## src/rtl/regfile_mux_rd.sv

```systemverilog
// Register file with NREAD independent indexed read ports, one synchronous write port,
// hardwired zero register, write-to-read bypass, optional registered reads and a post-reset clear sweep.
module regfile_mux_rd #(
  parameter int unsigned WIDTH     = 32,
  parameter int unsigned DEPTH     = 32,
  parameter int unsigned NREAD     = 2,
  parameter int unsigned REG_READ  = 0,
  parameter int unsigned ZERO_REG0 = 1,
  localparam int unsigned AW       = $clog2(DEPTH)
) (
  input  logic                   clk,
  input  logic                   reset,
  output logic                   ready,
  input  logic                   we,
  input  logic [AW-1:0]          waddr,
  input  logic [WIDTH-1:0]       wdata,
  input  logic [NREAD*AW-1:0]    raddr,
  output logic [NREAD*WIDTH-1:0] rdata
);

  typedef enum logic {
    CLEAR = 1'b0,
    RUN   = 1'b1
  } state_t;

  state_t           state;
  state_t           state_nxt;
  logic [AW-1:0]    clr_ptr;
  logic [AW-1:0]    clr_ptr_nxt;
  logic             ready_nxt;

  logic [WIDTH-1:0] mem [DEPTH];
  logic             mem_we_c;
  logic [AW-1:0]    mem_waddr_c;
  logic [WIDTH-1:0] mem_wdata_c;
  logic             wr_ok_c;

  // Address maps to real, writable/readable storage (in range, not the zero register).
  function automatic logic addr_live(input logic [AW-1:0] a);
    return (32'(a) < DEPTH) && !((ZERO_REG0 != 0) && (a == '0));
  endfunction

  always_ff @(posedge clk) begin
    if (reset) begin
      state   <= CLEAR;
      clr_ptr <= '0;
      ready   <= 1'b0;
    end else begin
      state   <= state_nxt;
      clr_ptr <= clr_ptr_nxt;
      ready   <= ready_nxt;
    end
  end

  // Clear sweep owns the write port until every word has been zeroed.
  always_comb begin
    state_nxt   = state;
    clr_ptr_nxt = clr_ptr;
    ready_nxt   = ready;
    mem_we_c    = 1'b0;
    mem_waddr_c = waddr;
    mem_wdata_c = wdata;
    wr_ok_c     = 1'b0;
    case (state)
      CLEAR: begin
        mem_we_c    = 1'b1;
        mem_waddr_c = clr_ptr;
        mem_wdata_c = '0;
        clr_ptr_nxt = clr_ptr + AW'(1);
        if (clr_ptr == AW'(DEPTH - 1)) begin
          state_nxt   = RUN;
          ready_nxt   = 1'b1;
          clr_ptr_nxt = '0;
        end
      end
      RUN: begin
        wr_ok_c  = we && addr_live(waddr);
        mem_we_c = wr_ok_c;
      end
      default: begin
        state_nxt = CLEAR;
      end
    endcase
  end

  // Storage is intentionally not reset; the sweep zeroes it instead.
  always_ff @(posedge clk) begin
    if (mem_we_c) begin
      mem[mem_waddr_c] <= mem_wdata_c;
    end
  end

  for (genvar p = 0; p < NREAD; p++) begin : g_rd
    logic [AW-1:0]    addr_c;
    logic [WIDTH-1:0] word_c;

    assign addr_c = raddr[p*AW +: AW];

    // Bypass returns the word being written this cycle, so reads are write-first.
    always_comb begin
      word_c = '0;
      if ((state == RUN) && addr_live(addr_c)) begin
        if (wr_ok_c && (waddr == addr_c)) begin
          word_c = wdata;
        end else begin
          word_c = mem[addr_c];
        end
      end
    end

    if (REG_READ != 0) begin : g_reg
      logic [WIDTH-1:0] rd_q;
      always_ff @(posedge clk) begin
        if (reset) begin
          rd_q <= '0;
        end else begin
          rd_q <= word_c;
        end
      end
      assign rdata[p*WIDTH +: WIDTH] = rd_q;
    end else begin : g_comb
      assign rdata[p*WIDTH +: WIDTH] = word_c;
    end
  end

endmodule

```

## config.mk

```make
export PLATFORM = sky130hd
export DESIGN_NAME = regfile_mux_rd
export DESIGN_NICKNAME = d
export VERILOG_FILES = /design/src/rtl/regfile_mux_rd.sv
export SDC_FILE = /design/constraint.sdc
export NUM_CORES = 1
export LEC_CHECK = 0
export BUFFER_PORTS_ARGS = -buffer_cell sky130_fd_sc_hd__clkbuf_2
export CAP_MARGIN = 20
export CORE_MARGIN = 3
export CORE_UTILIZATION = 60
export CTS_BUF_LIST = sky130_fd_sc_hd__clkbuf_16
export DETAILED_ROUTE_END_ITERATION = 12
export PLACE_DENSITY = 0.73
export SLEW_MARGIN = 20
export SYNTH_ARGS = -nofsm -noshare
export SYNTH_HDL_FRONTEND = slang
export SYNTH_SLANG_ARGS = --single-unit
```

## constraint.sdc

```tcl
create_clock -name clk -period 4.5 [get_ports clk]
set_clock_uncertainty 0.1 [all_clocks]
set_input_delay 0.9 -clock clk [delete_from_list [all_inputs] [get_ports clk]]
set_output_delay 0.9 -clock clk [all_outputs]
set_load 0.01 [all_outputs]
```

Yosys cells after proc, flatten, opt, wreduce, memory -nomap -nowiden:

Memories as Yosys holds them, arrays and structs flattened.
Cells that the tools add are included.

* add/subtract/negate cells: 1
* equality and inequality tests: 3
* muxes and demuxes: 13
* bitwise logic cells: 1
* reductions and logical operators: 12

Operator list (number)
* 32-bit 2-to-1 mux: 5
* 5-bit logical NOT: 3
* 5-bit == test: 2
* 5-bit 2-to-1 mux: 2
* 5-bit by 1-bit adder with 5-bit output, second input constant: 1
* 5-bit == test, second input constant: 1
* 1-bit logical AND: 5
* 1-bit 2-to-1 mux: 5
* 1-bit logical NOT: 3
* 1-bit one-hot mux with 2 select lines: 1
* 2-bit AND reduction: 1
* 1-bit inverter: 1

* register bits: 7
* RAM bits: 1024
* input bits: 50
* output and inout bits: 65
* word-level logic and storage cells: 34
* memories: 1

Memories
* mem: words 32, width 32, read ports 2, clocked after Yosys merged registers in 0, write ports 1, line 32 `logic [WIDTH-1:0] mem [DEPTH];`

Depth between registers and ports, before layout:

Gate-level depths: netlist of the first run.

* depth after elaboration: 7
* gate-level depth with buffers: 9
* depth with buffers taken out: 6

Least setup slack after synthesis of the first run:

OpenSTA, ideal clock, no wires.

* path kind: input to output
* start: in raddr[6]
* end: out rdata[55]
* data arrival time: 2653 ps
* data required time: 3500 ps
* path slack: 847 ps
* stages: 8
* buffers on the path: 4
* cells stage by stage: buf_2 -> buf_2 -> buf_2 -> clkbuf_1 -> mux4_2 -> a22oi_1 -> a21oi_1 -> a221o_1

* longest elaborated chain between the ends: 4
* elaborated cells on any way between the ends: 8
* classes of those cells: eq/ne (1); mux (2); reduce/logical (4); memory (1)

RTL lines
* from (decl): line 17 `input logic [NREAD*AW-1:0] raddr,`
* branches (longest 3 deep; another with memory read 32 x 32 bit)
* 32-bit 2-to-1 mux *: line 102 `if ((state == RUN) && addr_live(addr_c)) begin`
* to (decl): line 18 `output logic [NREAD*WIDTH-1:0] rdata`

Mark *: on every way between the ends.

Worst setup path after layout of the first run:

* start: in waddr[4]
* end: out rdata[7]

* longest elaborated chain between the ends: 7
* elaborated cells on any way between the ends: 8
* classes of those cells: eq/ne (1); mux (3); reduce/logical (4)

RTL lines
* from (decl): line 15 `input logic [AW-1:0] waddr,`
* 5-bit logical NOT: line 40 `return (32'(a) < DEPTH) && !((ZERO_REG0 != 0) && (a == '0));`
* 1-bit logical NOT: line 40
* 1-bit logical AND: line 77 `wr_ok_c = we && addr_live(waddr);`
* 1-bit 2-to-1 mux: line 64 `case (state)`
* 1-bit logical AND *: line 103 `if (wr_ok_c && (waddr == addr_c)) begin`
* 32-bit 2-to-1 mux *: line 103
* 32-bit 2-to-1 mux *: line 102

Every way passes the cells marked *; elsewhere a longest branch is shown, timed or not.

==> impl_metrics.json, run 1 <==
{
  "synthesis.area_mm2": 0.04877,
  "dieArea_mm2": 0.08474,
  "layout-drive-gt1-share_pct": 28.46,
  "grt.total_usage_pct": 34.45,
  "hpwl_um": 88950,
  "critPathMaxFanout": 32,
  "viasPerCell": 7.620,
  "synthAdderAreaFrac_pct": 0.05131,
  "status": "finished, final reports clean",
  "yosys-mux-area-fraction_pct": 23.56,
  "endpoint_kind": "primary output",
  "fin_tns_setup_ns": 0,
  "finalSetupViolations": 0,
  "placed_area_mm2": 0.05198,
  "drt_iter0_drc": 3829,
  "die_w_um": 291.1,
  "fin_area_mm2": 0.05552,
  "p_leak_nw": 19.50,
  "rsz0062_at_grt": "no",
  "critPathBufInv": 3,
  "cp_cell_sequence": "clkbuf_2, xnor2_1, nand4_1, o211ai_1, buf_12, a21oi_1, a221o_1, clkbuf_2",
  "first_pass_iters": 5,
  "crit_family": "compound AO/OA/AOI/OAI gates",
  "numCtsBuffers": 106,
  "path_clk_slew_ns": 0.07,
  "num_vias": 30716,
  "synth.area.top_cells": "edfxtp_1 (63%), mux4_2 (16%), mux2i_1 (7.3%), a221oi_1 (2.9%), a22oi_1 (1.5%)",
  "synth_edf_count": 1024,
  "ctsResizeCount": 0,
  "start_kind": "primary input",
  "yosysTopAreaCell": "edfxtp_1",
  "syn-num-nets": 2784,
  "period_minus_slack_ns": 4.279,
  "gp_congestion": 0.8969,
  "critPathRequiredTime_ns": 3.50,
  "drtAntennaViolNets": 0,
  "clockRootBuffer": "clkbuf_16",
  "dp.cells": 3829,
  "netlist_instances": 2732,
  "cts_setup_buffers": 0,
  "start_util_pct": 61.14,
  "critPathKind": "in -> out",
  "fp.dieH_um": 291.1,
  "final_util_pct": 69.60,
  "rows": 103,
  "wl_per_cell_um": 36.16,
  "slew_violations": 0,
  "critPathSlowestCell": "o211ai_1",
  "coreArea_mm2": 0.07977,
  "grt.overflow.total": 0,
  "clk_path_buf_depth": 3,
  "use_met1_pct": 46.62,
  "max_freq_mhz": 233.7,
  "clk_latency_ns": 0.67,
  "worstHoldPathType": "in -> reg",
  "grt_pass1_vias": 31550,
  "wl_um": 145700,
  "final_cells": 4031,
  "worstPathArrival_ns": 3.28,
  "synth_xor_area_share_pct": 0.1796,
  "ys_seq_area_share_pct": 63.34,
  "max_stage_delay_ns": 0.42,
  "slew_headroom_pct": 24.12,
  "p_per_area_mw_per_mm2": 379.6,
  "power_mw": 21.07,
  "drcViolationCount": 0,
  "synth-seq-cells": 1031,
  "final_hold_viol_count": 0,
  "cts.sinks": 1031,
  "antenna_found_initial": 3,
  "async_reset_ff_share_pct": 0,
  "use_met2_pct": 53.43,
  "ys_warn_count": 0,
  "finalCritPeriodShare_pct": 95.10,
  "worst_pin_slew_ns": 1.135,
  "critPathMostFrequentCell": "clkbuf_2",
  "drv_cap": 0,
  "grt_pass1_wl_um": 212400,
  "synthFlopType": "edfxtp_1",
  "synth_compound_area_share_pct": 8.820,
  "port_buffers": 114,
  "ir_worst_vdd_mv": 0.3540,
  "ys_types": 40,
  "busiest_layer": "met2",
  "synthDominantCellAreaShare_pct": 63.05,
  "h-tree-depth": 3,
  "ctsHoldBuffers": 0,
  "layout.nets": 2941,
  "cts_tree": "built",
  "grt_max_degree": 86,
  "avgSynthCellArea_um2": 17.85,
  "synth-simple-area-share_pct": 1.839,
  "grt_use_met3_pct": 10.16,
  "area_growth_pct": 13.84,
  "synth_top_family_by_area": "multiplexers",
  "io_pins": 115
}
-- per-stage QoR --
step                      hold slack, ns  setup slack, ns
after floorplan                   0.3750           0.8470
after global placement            0.4053           0.3166
after detailed placement          0.4403           0.2931
after CTS                         0.3716           0.2798
after global routing              0.3963          0.09989
final                             0.3998           0.2206
-- cells by family (layout without fill, tap and decap cells) --
family / after synthesis / after routing
DFF: 1031 / 1031
muxes: 708 / 708
AOI/OAI and AO/OA: 563 / 563
buffers and inverters: 235 / 483
and+or+nand+nor: 183 / 183
xor gates and xnor gates: 10 / 10
adders and majority gates: 2 / 2
other: 0 / 1
-- power breakdown --
part	internal, mW	switching (mW)
Sequential	10.5	0.0452
Clock	5.14	3.71
Combinational	0.716	0.945
-- final timing paths --
path	start	endpoint	slack (ns)	cells past startpoint
max	waddr[4]	rdata[7]	0.22	8
max reg2reg	state	mem[19][27]	0.97	5
min	reset	clr_ptr[1]	0.40	2
min reg2reg	clr_ptr[3]	clr_ptr[3]	0.46	2
-- synth_stat cells (2+ instances only) --
library cell and count:
edfxtp_1 1024, mux2i_1 355, mux4_2 352, a221oi_1 160, clkbuf_1 106, a21oi_1 101
a22oi_1 97, buf_2 88, a221o_1 64, o21bai_1 64, nor2_1 50, nand2_1 48
o21ai_0 37, nor2b_1 36, and2_1 33, a211oi_1 32, buf_4 17, buf_1 16
xnor2_1 9, dfxtp_1 7, nor3_1 4, buf_6 3, inv_1 3, nand3_1 3
a2111oi_4 2, a31oi_1 2, and3_1 2, ha_1 2, inv_2 2, nand3b_1 2
nor4_1 2
-- cell usage in the layout (no fill, tap or decap), types with 4 or more instances in the layout --
cell type,netlist,final
edfxtp_1,1024,1024
inv_1,3,20
a221o_1,64,64
clkbuf_16,0,108
a22oi_1,97,97
o21bai_1,64,64
a211oi_1,32,32
clkinv_1,0,28
bufinv_16,0,14
and2_2,0,10
and2_1,33,23
nor3_1,4,4
mux4_2,352,352
buf_8,0,5
buf_12,0,61
nor2_4,0,35
nor2_1,50,15
clkinv_2,0,23
mux2i_1,355,355
a21oi_1,101,100
xnor2_1,9,9
clkbuf_2,0,107
nand2_1,48,48
a221oi_1,160,160
buf_4,17,104
nor2b_4,0,4
o21ai_0,37,37
clkinvlp_4,0,4
nor2b_1,36,32
dfxtp_1,7,6
-- registers in the layout (all words and copies together), names as in the netlist --
name and count:
state 1, clr_ptr 5, mem 1024, ready 1
-- layout make-up --
cell class              count  area [um2]
flip-flops and latches   1031       30890
fillers                  4945       24250
multi-input cells        1466       17160
clock buffers             108        2703
repair buffers            279        2635
well taps                1050        1314
clock inverters            91       800.8
inverters                   5       18.77
diodes                      1       2.502
-- layer usage --
metal / wire length (um) / up-vias
met2: 68060 / 2413
met5: 27 / -
met1: 51360 / 15720
met3: 19770 / 494
met4: 6522 / 4
li1: - / 12085
No activity file was read; power rests on OpenSTA's default activity.
==> run 2, diff against run 1 <==
Settings changed: BUFFER_PORTS_ARGS -buffer_cell sky130_fd_sc_hd__clkbuf_2 to default, DONT_BUFFER_PORTS from default to 1, PLACE_DENSITY 0.73 to 0.72.
==> impl_metrics.json, run 2 (synthesis gave the netlist of run 1 again) <==
{
  "critPathMaxFanout": 290,
  "ctsResizeCount": 0,
  "drcViolationCount": 0,
  "fin_tns_setup_ns": 0,
  "nFillCells": 5099,
  "power_mw": 20.68,
  "cp_cell_sequence": "xnor2_1, nand3_1, o311ai_4, buf_4, a21oi_1, a221o_1",
  "path_clk_slew_ns": 0.06,
  "num_vias": 29522,
  "rows": 103,
  "start_kind": "primary input",
  "seq_area_mm2": 0.03089,
  "grt.total_usage_pct": 33.74,
  "slew_violations": 0,
  "cts_setup_buffers": 0,
  "critPathKind": "in -> out",
  "clockRootBuffer": "clkbuf_16",
  "finalSetupViolations": 0,
  "largest_register_ffs": 1024,
  "grt.overflow.total": 0,
  "numCtsBuffers": 104,
  "layout.nets": 2738,
  "period_minus_slack_ns": 4.381,
  "wl_um": 143400,
  "slew_headroom_pct": 18.71,
  "r2r-start": "state",
  "start_util_pct": 61.14,
  "reg.largest.list": "mem x1024, clr_ptr x5",
  "multi_input_area_mm2": 0.01716,
  "fp.dieH_um": 291.1,
  "cts.sinks": 1031,
  "finalCritPeriodShare_pct": 97.36,
  "cts_tree": "built",
  "worstHoldPathType": "in -> reg",
  "layout_commonest_cell": "edfxtp_1",
  "crit_start": "raddr[5]",
  "top_register": "mem",
  "io_pins": 115,
  "die_w_um": 291.1,
  "area_growth_pct": 10.40,
  "critPathRequiredTime_ns": 3.50,
  "grt_pass1_wl_um": 206400,
  "viasPerCell": 7.726,
  "r2r_slack_ns": 0.92,
  "p_per_area_mw_per_mm2": 384.0,
  "max_freq_mhz": 228.2,
  "endpoint_kind": "primary output",
  "clk_path_buf_depth": 3,
  "grt_pass1_vias": 30004,
  "worst_pin_slew_ns": 1.219,
  "rsz0062_at_grt": "no",
  "worstPathArrival_ns": 3.38,
  "layout_common_cells": "edfxtp_1 (1024), mux2i_1 (355), mux4_2 (352)",
  "drtAntennaViolNets": 0,
  "gp_congestion": 0.8742,
  "ir_worst_vdd_mv": 0.3437,
  "max_stage_delay_ns": 0.44,
  "port_buffers": 0,
  "drv_cap": 0,
  "final_hold_viol_count": 0,
  "clk_latency_ns": 0.66,
  "layout-drive-gt1-share_pct": 23.57,
  "p_leak_nw": 18.40,
  "status": "finished, final reports clean",
  "ctsHoldBuffers": 0,
  "antenna_found_initial": 3,
  "crit_end": "rdata[48]",
  "h-tree-depth": 3,
  "hpwl_um": 80270,
  "diodes": 0,
  "dieArea_mm2": 0.08474,
  "coreArea_mm2": 0.07977,
  "wl_per_cell_um": 37.54,
  "first_pass_iters": 8,
  "drt_iter0_drc": 4147,
  "r2r-end": "mem[4][21]",
  "critPathSlowestCell": "o311ai_4",
  "grt_max_degree": 293,
  "ff2ff_path_depth": 5
}
-- run 2: changes by cell type in the layout (fill, tap and decap cells not counted), moves of 7 or more --
cell	change
buf_12	-35
clkbuf_2	-107
and2_2	+7
and2_1	-7
buf_4	-54
-- run 2: layout make-up --
class	count	area share [%]
clock inverters	83	1.538
clock buffers	108	5.019
repair buffers	78	1.720
flip-flops and latches	1031	57.37
multi-input cells	1466	31.88
inverters	5	0.03486
well taps	1050	2.440
-- run 2: where the power goes --
part | internal [mW] | switching, mW | total, mW
logic | 0.625 | 0.564 | 1.19
registers | 10.5 | 0.0453 | 10.6
clock network | 5.30 | 3.62 | 8.92
-- run 2: critical path, delay by kind of cell --
kind            cells  cell delay (ns)
simple gates        1             0.24
compound gates      3             1.05
buf+inv             1             0.44
xor+xnor            1             0.40
-- run 2: worst min-delay path by stage --
stage / start / endpoint / slack [ns] / cells after the start
floorplan: clr_ptr[3] / clr_ptr[3] / 0.37 / 2
global placement: clr_ptr[3] / clr_ptr[3] / 0.40 / 2
detailed placement: clr_ptr[3] / clr_ptr[3] / 0.42 / 2
CTS: reset / state / 0.19 / 1
global route: reset / state / 0.20 / 1
finish: reset / state / 0.22 / 1
-- run 2: metal layers --
metal / GRT usage (%) / share of wire, %
met1: 46.49 / 35
met5: 0 / 0.024
met4: 12.94 / 4.1
met3: 9.514 / 14
met2: 51.94 / 47
-- run 2: metrics by stage --
stage	instance area (um2)	instances	setup slack (ns)	util [%]	hold WS [ns]
4_1_cts	53790	3819	0.4814	67.43	0.1865
3_5_place_dp	50260	3628	0.4860	63.01	0.4250
5_1_grt	53840	3821	0.1624	67.50	0.1969
3_3_place_gp	50260	3628	0.5116	63.01	0.3980
6_report	53840	3821	0.1187	67.50	0.2152
2_1_floorplan	48770	2732	0.8470	-	0.3750
